--- src/rtl/mips_ctrl_pkg.sv ---
// Shared encodings for the multicycle MIPS control sequencer.
// Holds the state encoding, opcodes, ALU class codes and the mux-select encodings.
// The helper is_req_state identifies the states that own the memory port.
package mips_ctrl_pkg;

    typedef enum logic [3:0] {
        S_FETCH     = 4'd0,
        S_DECODE    = 4'd1,
        S_EXEC_R    = 4'd2,
        S_R_WB      = 4'd3,
        S_MEM_ADDR  = 4'd4,
        S_MEM_READ  = 4'd5,
        S_MEM_WB    = 4'd6,
        S_MEM_WRITE = 4'd7,
        S_BRANCH    = 4'd8,
        S_JUMP      = 4'd9
    } state_t;

    // IR[31:26] opcodes
    localparam logic [5:0] OP_RTYPE = 6'b000000;
    localparam logic [5:0] OP_LW    = 6'b100011;
    localparam logic [5:0] OP_SW    = 6'b101011;
    localparam logic [5:0] OP_BEQ   = 6'b000100;
    localparam logic [5:0] OP_BNE   = 6'b000101;
    localparam logic [5:0] OP_J     = 6'b000010;

    // ALU class codes consumed by the ALU decoder (001 doubles as plain ADD)
    localparam logic [2:0] ALU_R   = 3'b000;
    localparam logic [2:0] ALU_LW  = 3'b001;
    localparam logic [2:0] ALU_SW  = 3'b010;
    localparam logic [2:0] ALU_BEQ = 3'b011;
    localparam logic [2:0] ALU_BNE = 3'b100;
    localparam logic [2:0] ALU_J   = 3'b101;

    // pc_src encodings
    localparam logic [1:0] PC_ALU    = 2'b00;
    localparam logic [1:0] PC_ALUOUT = 2'b01;
    localparam logic [1:0] PC_JUMP   = 2'b10;

    // alu_src_b encodings
    localparam logic [1:0] SRCB_REGB   = 2'b00;
    localparam logic [1:0] SRCB_FOUR   = 2'b01;
    localparam logic [1:0] SRCB_IMM    = 2'b10;
    localparam logic [1:0] SRCB_IMM_SH = 2'b11;

    function automatic logic is_req_state(input state_t s);
        return (s == S_FETCH) || (s == S_MEM_READ) || (s == S_MEM_WRITE);
    endfunction

endpackage

--- src/rtl/mem_wait_timer.sv ---
// Counts cycles a memory request has waited unanswered; expire flags the last allowed cycle.
// Latency: expire is combinational from the count register; count/clear take effect next cycle.
// Ports: clk, rst (async, active-high), clear (restart at 0, wins over count), count (+1), expire.
module mem_wait_timer #(
    parameter int WAIT_MAX = 16
) (
    input  logic clk,
    input  logic rst,
    input  logic clear,
    input  logic count,
    output logic expire
);

    localparam int W = (WAIT_MAX > 2) ? $clog2(WAIT_MAX) : 1;

    logic [W-1:0] wait_cnt;

    always_ff @(posedge clk or posedge rst) begin
        if (rst) begin
            wait_cnt <= '0;
        end else if (clear) begin
            wait_cnt <= '0;
        end else if (count) begin
            wait_cnt <= wait_cnt + W'(1);
        end
    end

    // wait_cnt counts completed unanswered cycles, so the WAIT_MAX-th request cycle sees WAIT_MAX-1
    assign expire = (wait_cnt == W'(WAIT_MAX - 1));

endmodule

--- src/rtl/multicycle_ctrl_fsm.sv ---
// Multicycle MIPS main sequencer: FETCH/DECODE/EXEC/MEM/WB over one ALU and one memory port.
// Latency: outputs are combinational from state (plus mem_ready/zero); one state per clock.
// Backpressure: mem_req and iord/mem_we hold until mem_ready or until the wait timer expires.
// Ports: clk, rst; opcode, zero, mem_ready in; mem_req, mem_we, iord, ir_write, pc_en, pc_src,
//        alu_src_a, alu_src_b, alu_ctrl, reg_dst, mem_to_reg, reg_write, illegal_op,
//        bus_timeout, retired out.
module multicycle_ctrl_fsm
    import mips_ctrl_pkg::*;
#(
    parameter int WAIT_MAX = 16,
    parameter int CNT_W    = 32
) (
    input  logic             clk,
    input  logic             rst,
    input  logic [5:0]       opcode,
    input  logic             zero,
    input  logic             mem_ready,
    output logic             mem_req,
    output logic             mem_we,
    output logic             iord,
    output logic             ir_write,
    output logic             pc_en,
    output logic [1:0]       pc_src,
    output logic             alu_src_a,
    output logic [1:0]       alu_src_b,
    output logic [2:0]       alu_ctrl,
    output logic             reg_dst,
    output logic             mem_to_reg,
    output logic             reg_write,
    output logic             illegal_op,
    output logic             bus_timeout,
    output logic [CNT_W-1:0] retired
);

    state_t state;
    state_t state_nxt;
    logic   retire;
    logic   expire;
    logic   timer_clear;
    logic   timer_count;

    always_ff @(posedge clk or posedge rst) begin
        if (rst) begin
            state <= S_FETCH;
        end else begin
            state <= state_nxt;
        end
    end

    always_ff @(posedge clk or posedge rst) begin
        if (rst) begin
            retired <= '0;
        end else if (retire) begin
            retired <= retired + CNT_W'(1);
        end
    end

    always_comb begin
        state_nxt   = state;
        retire      = 1'b0;
        mem_req     = 1'b0;
        mem_we      = 1'b0;
        iord        = 1'b0;
        ir_write    = 1'b0;
        pc_en       = 1'b0;
        pc_src      = PC_ALU;
        alu_src_a   = 1'b0;
        alu_src_b   = SRCB_REGB;
        alu_ctrl    = ALU_R;
        reg_dst     = 1'b0;
        mem_to_reg  = 1'b0;
        reg_write   = 1'b0;
        illegal_op  = 1'b0;
        bus_timeout = 1'b0;

        case (state)
            S_FETCH: begin
                mem_req   = 1'b1;
                alu_src_b = SRCB_FOUR;
                alu_ctrl  = ALU_LW;
                // ready on the expiry cycle still completes the fetch
                if (mem_ready) begin
                    ir_write  = 1'b1;
                    pc_en     = 1'b1;
                    state_nxt = S_DECODE;
                end else if (expire) begin
                    bus_timeout = 1'b1;
                    state_nxt   = S_FETCH;
                end
            end
            S_DECODE: begin
                // speculative branch target PC + (imm<<2) lands in ALUOut
                alu_src_b = SRCB_IMM_SH;
                alu_ctrl  = ALU_LW;
                case (opcode)
                    OP_RTYPE:     state_nxt = S_EXEC_R;
                    OP_LW, OP_SW: state_nxt = S_MEM_ADDR;
                    OP_BEQ,
                    OP_BNE:       state_nxt = S_BRANCH;
                    OP_J:         state_nxt = S_JUMP;
                    default: begin
                        illegal_op = 1'b1;
                        state_nxt  = S_FETCH;
                    end
                endcase
            end
            S_EXEC_R: begin
                alu_src_a = 1'b1;
                alu_src_b = SRCB_REGB;
                alu_ctrl  = ALU_R;
                state_nxt = S_R_WB;
            end
            S_R_WB: begin
                reg_dst   = 1'b1;
                reg_write = 1'b1;
                retire    = 1'b1;
                state_nxt = S_FETCH;
            end
            S_MEM_ADDR: begin
                alu_src_a = 1'b1;
                alu_src_b = SRCB_IMM;
                if (opcode == OP_SW) begin
                    alu_ctrl  = ALU_SW;
                    state_nxt = S_MEM_WRITE;
                end else begin
                    alu_ctrl  = ALU_LW;
                    state_nxt = S_MEM_READ;
                end
            end
            S_MEM_READ: begin
                mem_req = 1'b1;
                iord    = 1'b1;
                if (mem_ready) begin
                    state_nxt = S_MEM_WB;
                end else if (expire) begin
                    bus_timeout = 1'b1;
                    state_nxt   = S_FETCH;
                end
            end
            S_MEM_WB: begin
                mem_to_reg = 1'b1;
                reg_write  = 1'b1;
                retire     = 1'b1;
                state_nxt  = S_FETCH;
            end
            S_MEM_WRITE: begin
                mem_req = 1'b1;
                mem_we  = 1'b1;
                iord    = 1'b1;
                if (mem_ready) begin
                    retire    = 1'b1;
                    state_nxt = S_FETCH;
                end else if (expire) begin
                    bus_timeout = 1'b1;
                    state_nxt   = S_FETCH;
                end
            end
            S_BRANCH: begin
                alu_src_a = 1'b1;
                alu_src_b = SRCB_REGB;
                pc_src    = PC_ALUOUT;
                if (opcode == OP_BEQ) begin
                    alu_ctrl = ALU_BEQ;
                    pc_en    = zero;
                end else begin
                    alu_ctrl = ALU_BNE;
                    pc_en    = ~zero;
                end
                retire    = 1'b1;
                state_nxt = S_FETCH;
            end
            S_JUMP: begin
                pc_src    = PC_JUMP;
                pc_en     = 1'b1;
                alu_ctrl  = ALU_J;
                retire    = 1'b1;
                state_nxt = S_FETCH;
            end
            default: begin
                state_nxt = S_FETCH;
            end
        endcase

        // reset drops every output, including an in-flight mem_req, at once
        if (rst) begin
            mem_req     = 1'b0;
            mem_we      = 1'b0;
            iord        = 1'b0;
            ir_write    = 1'b0;
            pc_en       = 1'b0;
            pc_src      = PC_ALU;
            alu_src_a   = 1'b0;
            alu_src_b   = SRCB_REGB;
            alu_ctrl    = ALU_R;
            reg_dst     = 1'b0;
            mem_to_reg  = 1'b0;
            reg_write   = 1'b0;
            illegal_op  = 1'b0;
            bus_timeout = 1'b0;
            retire      = 1'b0;
        end
    end

    // Restart the wait count whenever a request state is (re-)entered, including FETCH->FETCH retry
    assign timer_clear = is_req_state(state_nxt) && ((state_nxt != state) || bus_timeout);
    assign timer_count = mem_req && !mem_ready;

    mem_wait_timer #(
        .WAIT_MAX (WAIT_MAX)
    ) u_wait (
        .clk    (clk),
        .rst    (rst),
        .clear  (timer_clear),
        .count  (timer_count),
        .expire (expire)
    );

endmodule
--- config.mk ---
export PLATFORM = sky130hd
export DESIGN_NAME = multicycle_ctrl_fsm
export DESIGN_NICKNAME = d
export VERILOG_FILES = /design/src/rtl/mips_ctrl_pkg.sv /design/src/rtl/mem_wait_timer.sv /design/src/rtl/multicycle_ctrl_fsm.sv
export SDC_FILE = /design/constraint.sdc
export NUM_CORES = 1
export LEC_CHECK = 0
export BUFFER_PORTS_ARGS = -buffer_cell sky130_fd_sc_hd__buf_2
export CAP_MARGIN = 30
export CORE_ASPECT_RATIO = 1.5
export CORE_MARGIN = 5
export CORE_UTILIZATION = 35
export DETAILED_ROUTE_END_ITERATION = 12
export GPL_ROUTABILITY_DRIVEN = 0
export HOLD_SLACK_MARGIN = 0.05
export PLACE_DENSITY = 0.66
export SKIP_LAST_GASP = 1
export SLEW_MARGIN = 0
export SYNTH_ARGS = -nofsm -noshare
export SYNTH_HDL_FRONTEND = slang
export SYNTH_SLANG_ARGS = --single-unit
--- constraint.sdc ---
create_clock -name clk -period 2.01 [get_ports clk]
set_input_delay 0.3015 -clock clk [delete_from_list [all_inputs] [get_ports clk]]
set_output_delay 0.3015 -clock clk [all_outputs]
set_load 0.02 [all_outputs]
==> results of run 1 <==
## critical path: cells and delay by family, from the launching register on
family,cells,cell delay [ns]
AO/OA/AOI/OAI,2,0.52
AND/OR/NAND/NOR,4,0.87
adder cells (fa/ha/maj),1,0.19
flip-flops,1,0.37
## logic make-up after synthesis
kind of cell / count (synthesis) / synth area share [%]
mux: 2 / 0.902
flops: 40 / 42.4
fa+ha+maj: 2 / 1.06
compound gates: 25 / 7.85
xor+xnor: 36 / 13.4
buf+inv: 17 / 2.92
simple gates: 132 / 31.5
## power by group through the flow
stage               clock network (mW)  logic, mW  registers, mW
finish                           0.899       1.78          0.978
detailed placement                   0       1.32          0.983
global placement                     0       1.31          0.982
floorplan                            0      0.787          0.990
CTS                              0.921       1.39          0.973
global route                     0.955       1.92          0.990
## Yosys cell counts (3+ instances only)
library cell	number
a21oi_1	6
and2_1	3
and3_1	4
and4_1	5
buf_1	3
buf_2	4
dfrtp_1	40
inv_1	6
nand2_1	21
nand2b_1	8
nand3_1	14
nand4_1	6
nor2_1	28
nor2b_1	4
nor3_1	14
nor4_1	7
o21ai_0	5
or4b_1	3
xnor2_1	17
xor2_1	19
## layer usage
layer  up-vias  track usage [%]  wire [um]
li1       1109                -          -
met1      1083             16.7       2450
met2        60             24.7       3300
met3        15             4.15        406
met4         0             5.62        177
met5         -                0          0
## path summary, 6_finish.rpt
path,startpoint,to,slack (ns),depth (start not counted)
worst max-delay path,u_wait.wait_cnt[1],u_wait.wait_cnt[2],-0.05,7
worst min-delay path,rst,retired[2],0.23,3
worst max register to register,u_wait.wait_cnt[1],u_wait.wait_cnt[2],-0.05,7
worst min register to register,retired[31],retired[31],0.46,1
max in group asynchronous,rst,state[1],1.50,3
min in group clk,opcode[4],state[3],0.31,2
## cell type report
type | count | area share (%)
multi-input combinational | 197 | 41.9
sequential | 40 | 29.2
timing repair buffer | 106 | 20.5
tap | 76 | 2.76
clock inverter | 3 | 2.62
clock buffer | 5 | 2.00
inverter | 8 | 0.946
## stage by stage
stage	setup WS, ns	power (mW)
2_1_floorplan	-0.0236	1.78
3_3_place_gp	0.00528	2.29
3_5_place_dp	-0.0241	2.30
4_1_cts	-0.0170	3.28
5_1_grt	-0.136	3.86
6_report	-0.0508	3.66
## sequential cells by signal, indices dropped and copies added, names as in the netlist
register / cells
state: 4
u_wait.wait_cnt: 4
retired: 32
## timing repair
item	in CTS	in global routing
endpoints found under the setup margin	10	20
pin swaps	5	19
gates resized for setup	9	48
gates cloned	0	0
buffers inserted	1	13
==> impl_results.md, run 1 <==
* Outcome: finished, violations left
* Violations in the final reports: negative setup slack
* Number of iterations in the first detailed-routing pass at 4
* Unrepaired setup endpoints after global routing: yes
* Wire length of the first global-routing pass at 10.3 mm
* Overall overflow remaining after global route at 0
* Worst-case setup margin in the final layout at -0.0508 ns
* Chip Width at 77.0 um
* Max IR drop VDD at 658 uV
* Highest-count cells in the layout ignoring fill and taps: buf_2, buf_4, dfrtp_1
* Fraction of layout instances using a drive strength above 1 at 44.6%
* Number of cells after detailed placement at 414
* Main flop type after synthesis: dfrtp_1
* DR WL/cell at 14.6 um
* Fraction of power consumed by the clock network at 24.6%
* Maximum fanout count along the critical path at 4
* Total of hold buffers inserted after clock tree synthesis at 0
* # Max-Cap Violations at 0
* Critical path required time at 2.19 ns
* Clock tree root buffer cell: clkbuf_8
* Final antenna-violating net count at 0
* Worst-case clock buffer depth at 2
* Syn Inst Count at 254
* Total global-route track usage at 14.4%
* Area share of the largest cell type after synthesis at 42.4%
* Final setup viols at 5
* Combinational Power Share at 48.6%
* Standard cell core area at 0.00653 sq mm
* Syn_nets at 266
* Switching share of total power at 34.9%
* Data arrival time of the critical path at 2.25 ns
* Final cell count without fillers at 435
* Area occupied by registers at 0.00101 sq mm
* Clock-pin slew on the worst setup and hold paths at 0.08 ns
* Worst Path Class, Setup: reg2reg
* Number of library cell types mapped by synthesis at 51
* Part of the Yosys area used for sequential elements at 42.4%
* Remaining max-slew budget at the tightest pin at 70.0%
* Clock latency at the later pin of the worst-skew pair at 0.29 ns
* Ratio of total power to cell area at 1060 mW/mm^2
* Post-layout minimum cycle time at 2.06 ns
* Synth Register Bits at 40
* Final HPWL from detailed placement at 4.67 mm
* Category of the worst setup path capture point: register
* Worst path max stage delay at 0.55 ns
* Area leader, netlist: dfrtp_1
* Aggregate negative setup slack at -0.180 ns
* Internal power summed over all cells at 2.38 mW
* Count of standard-cell rows at 36
* Ant. Diodes at 0
* Clock skew after layout at 0.00925 ns
* Clock buffers created by TritonCTS at 5
* Area of the multi-input gates at 0.00144 sq mm
* Maximum clock rate at 485 MHz
* Starting density of the core at 36.1%
* Net Switching at 1.27 mW
* H-tree depth reported by CTS at 2
* Area growth from synthesis to layout at 45.8%
* EDFF count, synth at 0
* Final worst path period share at 103%
* Detailed-route wire length at 6.33 mm
* Async SR Flop Fraction at 100%
* Total non-filler cell area in the finished layout at 0.00344 sq mm
* Maximum number of pins on one net before global-route repair at 24
* Slew at the pin closest to its max-slew limit at 0.446 ns
* Clock Sinks at 40
* Vias after detailed routing at 2,267
* Post-synthesis instance area at 0.00236 sq mm
* Final core utilization at 52.7%
* Via count of the first global-routing pass at 2,154
* Kind of start point of the critical path: register
* Hold Violations, Final at 0
* Iter 0 DRT Violations at 34
* Fill cell total of the finished layout at 577
* Worst hold margin at 0.228 ns
* Number of DRC violations after detailed routing at 0
* Clock tree from TritonCTS: done
* Antenna violations before repair at 0
* Leakage component of the power at 1.64 nW
* Die height at 111 um
* Port buffer count at 59
* Standard cell with the maximum stage delay on the critical path: or4b_4
* IO Count at 60
* Yosys warning count at 0
* Leading cell types by total area after synthesis: dfrtp_1, xor2_1, xnor2_1
* Layout Nets at 370
* Detail-routed via count per cell at 5.21
* Die Outline Area at 0.00851 sq mm
* Post-place instance area at 0.00299 sq mm
* Class of the tightest hold or removal check: in2async
* Fraction of power consumed by sequential logic at 26.8%
* Max-slew violation count at 0
* Cell breakdown of the critical path: ha_2 > and3_4 > nor2_2 > a221o_1 > or4b_4 > a21oi_4 > nor2_1
* Leading cell type in the layout, fill and taps excluded: buf_2
* Syn_area_per_cell at 9.29 sq um
Note: power is estimated with default switching activity, not from simulation.
==> run 2: changes to the inputs <==
--- a/config.mk
+++ b/config.mk
@@ -14,6 +14,7 @@
 export GPL_ROUTABILITY_DRIVEN = 0
 export HOLD_SLACK_MARGIN = 0.05
 export PLACE_DENSITY = 0.66
+export REMOVE_ABC_BUFFERS = 1
 export SKIP_LAST_GASP = 1
 export SLEW_MARGIN = 0
 export SYNTH_ARGS = -nofsm -noshare
==> run 2 against run 1 <==
Against the previous run: hold slack better by 0.0018 ns; first-iteration DRC count rose to 2.5 times the previous value; core utilization down 2.7 points; maximum frequency up 2.7%; count of clock-buffer cells in the layout unchanged; power down 8.8%; the run now ends clean; via count down 1.6%; combinational power down 11%; flip-flop and latch count unchanged; critical path depth down 1; largest cell class unchanged.
==> impl_results.md, run 2 (same netlist as run 1, synthesis figures left out) <==
* Overall overflow remaining after global route at 0
* Area growth from synthesis to layout at 38.3%
* Final core utilization at 49.9%
* Endpoint of the worst-slack reg-to-reg timing path: u_wait.wait_cnt[2]
* Max FFs per register at 32
* Port buffer count at 59
* Critical path required time at 2.19 ns
* Standard cell with the maximum stage delay on the critical path: or4b_4
* Highest-count cells in the layout ignoring fill and taps: buf_2, dfrtp_1, buf_4
* Post-layout minimum cycle time at 2.01 ns
* Clock-pin slew on the worst setup and hold paths at 0.08 ns
* Total of hold buffers inserted after clock tree synthesis at 0
* Kind of start point of the critical path: register
* Largest registers: retired (32), state (4), u_wait.wait_cnt (4)
* Post-place instance area at 0.00296 sq mm
* IO Count at 60
* Final setup viols at 0
* Chip Width at 77.0 um
* Number of DRC violations after detailed routing at 0
* Vias after detailed routing at 2,230
* Area of the multi-input gates at 0.00139 sq mm
* Die Outline Area at 0.00851 sq mm
* Worst-case setup margin in the final layout at 0.00408 ns
* Clock tree root buffer cell: clkbuf_8
* Wire length of the first global-routing pass at 10.7 mm
* Area occupied by registers at 0.00100 sq mm
* Maximum fanout count along the critical path at 7
* Antenna violations before repair at 0
* Starting density of the core at 36.1%
* Maximum clock rate at 499 MHz
* Detail-routed via count per cell at 5.25
* H-tree depth reported by CTS at 2
* Total global-route track usage at 15.0%
* Cell breakdown of the critical path: or4b_4 > nor2_4 > a221o_1 > or4b_4 > a21oi_4 > nor2_1
* Hold Violations, Final at 0
* Crit path buf inv count at 0
* Final antenna-violating net count at 0
* Total non-filler cell area in the finished layout at 0.00326 sq mm
* Fill cell total of the finished layout at 608
* Die height at 111 um
* # Max-Cap Violations at 0
* Max IR drop VDD at 531 uV
* Maximum number of pins on one net before global-route repair at 26
* Largest delay contributor family on the critical path: simple AND/OR/NAND/NOR gates
* Clock tree from TritonCTS: done
* Fraction of layout instances using a drive strength above 1 at 38.4%
* Slew at the pin closest to its max-slew limit at 0.563 ns
* Leakage component of the power at 1.58 nW
* Register with the most flip-flops: retired
* Class of the tightest hold or removal check: in2async
* Number of cells traversed by the worst register-to-register path at 6
* Standard cell core area at 0.00653 sq mm
* Via count of the first global-routing pass at 2,257
* Data arrival time of the critical path at 2.19 ns
* Outcome: complete, no violations
* Worst Path Class, Setup: reg2reg
* Clock skew after layout at 0.00812 ns
* Pre-CTS WS at -0.0529 ns
* Clock latency at the later pin of the worst-skew pair at 0.29 ns
* Clock buffers created by TritonCTS at 5
* Worst setup slack for register-to-register paths at 0.004 ns
* Beginning of the worst register-to-register path: state[0]
* Max-slew violation count at 0
* Worst path max stage delay at 0.52 ns
* Clock Sinks at 40
* Leading cell type in the layout, fill and taps excluded: buf_2
* Final HPWL from detailed placement at 4.92 mm
* DR WL/cell at 15.3 um
* Remaining max-slew budget at the tightest pin at 62.4%
* Critical path's most frequent cell: or4b_4
* Detailed-route wire length at 6.49 mm
* Number of iterations in the first detailed-routing pass at 4
* Ratio of total power to cell area at 1020 mW/mm^2
* Final worst path period share at 99.8%
* Unrepaired setup endpoints after global routing: yes
* Count of standard-cell rows at 36
* Iter 0 DRT Violations at 86
* Worst-case clock buffer depth at 2
* Layout Nets at 361
* Category of the worst setup path capture point: register
* Ant. Diodes at 0
## run 2: cell types whose count changed in the layout (fill, tap and decap cells not counted), sizes merged
cell,change
buf,-9
bufinv,-1
## run 2: report_power, final
| part | switching [mW] | internal (mW) | leakage (nW) |
|---|---|---|---|
| clock network | 0.278 | 0.489 | 0.0642 |
| logic | 0.856 | 0.721 | 0.986 |
| registers | 0.105 | 0.887 | 0.525 |
| total | 1.24 | 2.10 | 1.58 |
## run 2: tightest hold or removal path: cells and delay by family
| family | cells | cell delay, ns |
|---|---|---|
| buffers and inverters | 3 | 0.58 |
## run 2: routing by layer
layer | track usage (%) | vias up | routed length (um)
met5 | 0 | - | 0
met4 | 6.42 | 0 | 161
met3 | 3.34 | 13 | 340
met2 | 26.8 | 67 | 3400
met1 | 16.7 | 1055 | 2590
li1 | - | 1095 | -
## run 2: worst max-delay path by stage
stage / start / endpoint / slack [ns] / depth (start not counted)
final: state[0] / u_wait.wait_cnt[2] / 0.004 / 6
after global routing: u_wait.wait_cnt[1] / u_wait.wait_cnt[0] / -0.04 / 7
after CTS: u_wait.wait_cnt[1] / u_wait.wait_cnt[0] / -0.003 / 7
after detailed placement: u_wait.wait_cnt[1] / u_wait.wait_cnt[1] / -0.05 / 7
after global placement: u_wait.wait_cnt[0] / u_wait.wait_cnt[3] / 0.01 / 7
after floorplan: rst / reg_write / -0.25 / 4
## run 2: stage by stage
step	TNS (ns)	hold slack, ns	std cells	power (mW)
after detailed placement	-0.192	0.468	411	2.29
after global routing	-0.179	0.244	425	3.52
final	0	0.230	425	3.34
after global placement	0	0.455	411	2.27
after CTS	-0.00664	0.208	422	3.14
after floorplan	-1.04	0.297	245	1.72
## run 2: final cells by class
| class | instances | share of cell area, % |
|---|---|---|
| inverter | 8 | 0.921 |
| clock inverter | 2 | 1.84 |
| clock buffer | 5 | 2.11 |
| sequential | 40 | 30.8 |
| timing repair buffer | 97 | 18.7 |
| multi-input combinational | 197 | 42.7 |
| tap | 76 | 2.92 |
## run 2: repair_timing
| item | CTS | global route |
|---|---|---|
| endpoints found under the setup margin | 8 | 15 |
| buffers inserted | 4 | 3 |
| resized for setup | 10 | 23 |
| gates cloned | 0 | 0 |
| endpoints found under the hold margin | 0 | 0 |
| pin swaps | 7 | 6 |
==> run 3: changes to the inputs <==
--- a/config.mk
+++ b/config.mk
@@ -13,8 +13,8 @@
 export DETAILED_ROUTE_END_ITERATION = 12
 export GPL_ROUTABILITY_DRIVEN = 0
 export HOLD_SLACK_MARGIN = 0.05
-export PLACE_DENSITY = 0.66
 export REMOVE_ABC_BUFFERS = 1
+export SETUP_SLACK_MARGIN = 0.3
 export SKIP_LAST_GASP = 1
 export SLEW_MARGIN = 0
 export SYNTH_ARGS = -nofsm -noshare
==> run 3 against run 2 <==
Against the previous run: the run now ends with negative setup slack left; core utilization grew 10 points; sequential share of layout area shrank 5.1 points; clock power shrank 7.2%; count of clock-buffer cells in the layout grew 2; critical path depth grew 2; flip-flop and latch count is the same; non-clock buffer count grew 33; register-to-register slack lost 0.06 ns; cell area grew 20%; die area is the same; maximum frequency shrank 3.1%; worst setup slack lost 0.064 ns; highest routed layer unchanged.
==> impl_results.md, run 3 (same netlist as run 1, synthesis figures left out) <==
* Clock latency at the later pin of the worst-skew pair at 0.29 ns
* Standard cell core area at 0.00653 sq mm
* Detail-routed via count per cell at 5.36
* Category of the worst setup path capture point: register
* Final setup viols at 5
* Fraction of layout instances using a drive strength above 1 at 54.8%
* Leading cell type in the layout, fill and taps excluded: buf_4
* Overall overflow remaining after global route at 0
* Hold Violations, Final at 0
* Port buffer count at 59
* H-tree depth reported by CTS at 2
* Wire length of the first global-routing pass at 11.8 mm
* Chip Width at 77.0 um
* Clock skew after layout at 0.00541 ns
* Kind of start point of the critical path: register
* Ant. Diodes at 0
* Final worst path period share at 103%
* Die height at 111 um
* Class of the tightest hold or removal check: in2async
* Unrepaired setup endpoints after global routing: yes
* Worst Path Class, Setup: reg2reg
* Max-slew violation count at 0
* Number of iterations in the first detailed-routing pass at 4
* Cell breakdown of the critical path: buf_12 > or4b_4 > nor2_2 > a221o_1 > buf_4 > nand2_1 > a21oi_4 > nor2_1
* Clock-pin slew on the worst setup and hold paths at 0.08 ns
* IO Count at 60
* Detailed-route wire length at 7.41 mm
* Worst hold margin at 0.285 ns
* Layout Nets at 394
* Worst path max stage delay at 0.51 ns
* Data arrival time of the critical path at 2.25 ns
* Clock buffers created by TritonCTS at 5
* Antenna violations before repair at 0
* Clock tree root buffer cell: clkbuf_8
* Number of cells after detailed placement at 413
* Clock Sinks at 40
* Number of DRC violations after detailed routing at 0
* DR WL/cell at 16.1 um
* Remaining max-slew budget at the tightest pin at 62.7%
* Post-layout minimum cycle time at 2.07 ns
* Largest registers: retired (32), state (4), u_wait.wait_cnt (4)
* Maximum number of pins on one net before global-route repair at 32
* Highest-count cells in the layout ignoring fill and taps: buf_4, buf_2, dfrtp_1
* Final antenna-violating net count at 0
* # Max-Cap Violations at 0
* Worst-case clock buffer depth at 2
* Number of cells traversed by the worst register-to-register path at 8
* Count of standard-cell rows at 36
* Die Outline Area at 0.00851 sq mm
* Iter 0 DRT Violations at 94
* Standard cell with the maximum stage delay on the critical path: or4b_4
* Via count of the first global-routing pass at 2,467
* Final core utilization at 59.9%
* Starting density of the core at 36.1%
* Register with the most flip-flops: retired
* Critical path required time at 2.19 ns
* Maximum clock rate at 483 MHz
* Clock tree from TritonCTS: done
* Total global-route track usage at 16.5%
* Final HPWL from detailed placement at 4.79 mm
* Outcome: finished, violations left
* Vias after detailed routing at 2,462
* Max IR drop VDD at 624 uV
* Violations in the final reports: negative setup slack
* Final cell count without fillers at 459
* Max FFs per register at 32
* Worst-case setup margin in the final layout at -0.0602 ns
* Slew at the pin closest to its max-slew limit at 0.555 ns
* Leakage component of the power at 1.85 nW
* Ratio of total power to cell area at 1020 mW/mm^2
* Pre-CTS WS at -0.0730 ns
* Maximum fanout count along the critical path at 5
* Area growth from synthesis to layout at 65.9%
run 3: changes by cell type in the layout (fill, tap and decap cells not counted), moves of 6 or more:
cell and delta:
buf_6 +22, buf_4 +20, buf_2 -14, nor2_1 -10, nor2_2 +8, nor3_1 -7, nand2_1 -6
run 3: layout make-up:
class	count	area (sq um)
Clock buffer	7	96.3
Clock inverter	1	30.0
Fill cell	544	2620
Inverter	8	32.5
Multi-Input combinational cell	197	1620
Sequential cell	40	1010
Tap cell	76	95.1
Timing Repair Buffer	130	1030
run 3: per-layer routing:
metal | part of all wire (%) | global-route usage [%] | vias up | wire length [um]
met2 | 53 | 29.0 | 75 | 3920
met3 | 4.8 | 3.66 | 21 | 357
met5 | 0 | 0 | - | 0
li1 | - | - | 1157 | -
met4 | 2.9 | 6.42 | 0 | 218
met1 | 39 | 19.3 | 1209 | 2910
run 3: what timing repair did:
action	CTS	global route
setup endpoints to repair	49	54
buffers inserted	26	11
hold buffers	0	0
gates resized for setup	87	43
gates cloned	1	0
pin swaps	27	10
run 3: worst max-delay path, delay by kind of cell, from the launching register on:
kind | cells | cell delay [ns]
flip-flops | 1 | 0.46
AO/OA/AOI/OAI | 2 | 0.42
buffers and inverters | 2 | 0.29
AND/OR/NAND/NOR | 4 | 0.79
run 3: worst paths after layout:
path	start	end	slack (ns)
worst max-delay path	state[2]	u_wait.wait_cnt[3]	-0.06
worst min register to register	retired[31]	retired[31]	0.46
worst min-delay path	rst	retired[10]	0.29
worst max register to register	state[2]	u_wait.wait_cnt[3]	-0.06
min in group clk	opcode[4]	state[3]	0.32
max in group asynchronous	rst	state[0]	1.29
run 3: per-stage QoR:
stage	area [sq um]	total power, mW	setup TNS [ns]
after floorplan	2320	1.72	-1.04
after global placement	2970	2.27	-0.0451
after detailed placement	2970	2.29	-0.285
after CTS	3660	3.56	-0.125
after global routing	3910	4.18	-1.15
final	3910	3.99	-0.221
run 3: power by group:
group / switching (mW) / internal [mW]
clock: 0.274 / 0.438
combinational: 1.10 / 1.18
sequential: 0.115 / 0.887
total: 1.48 / 2.50
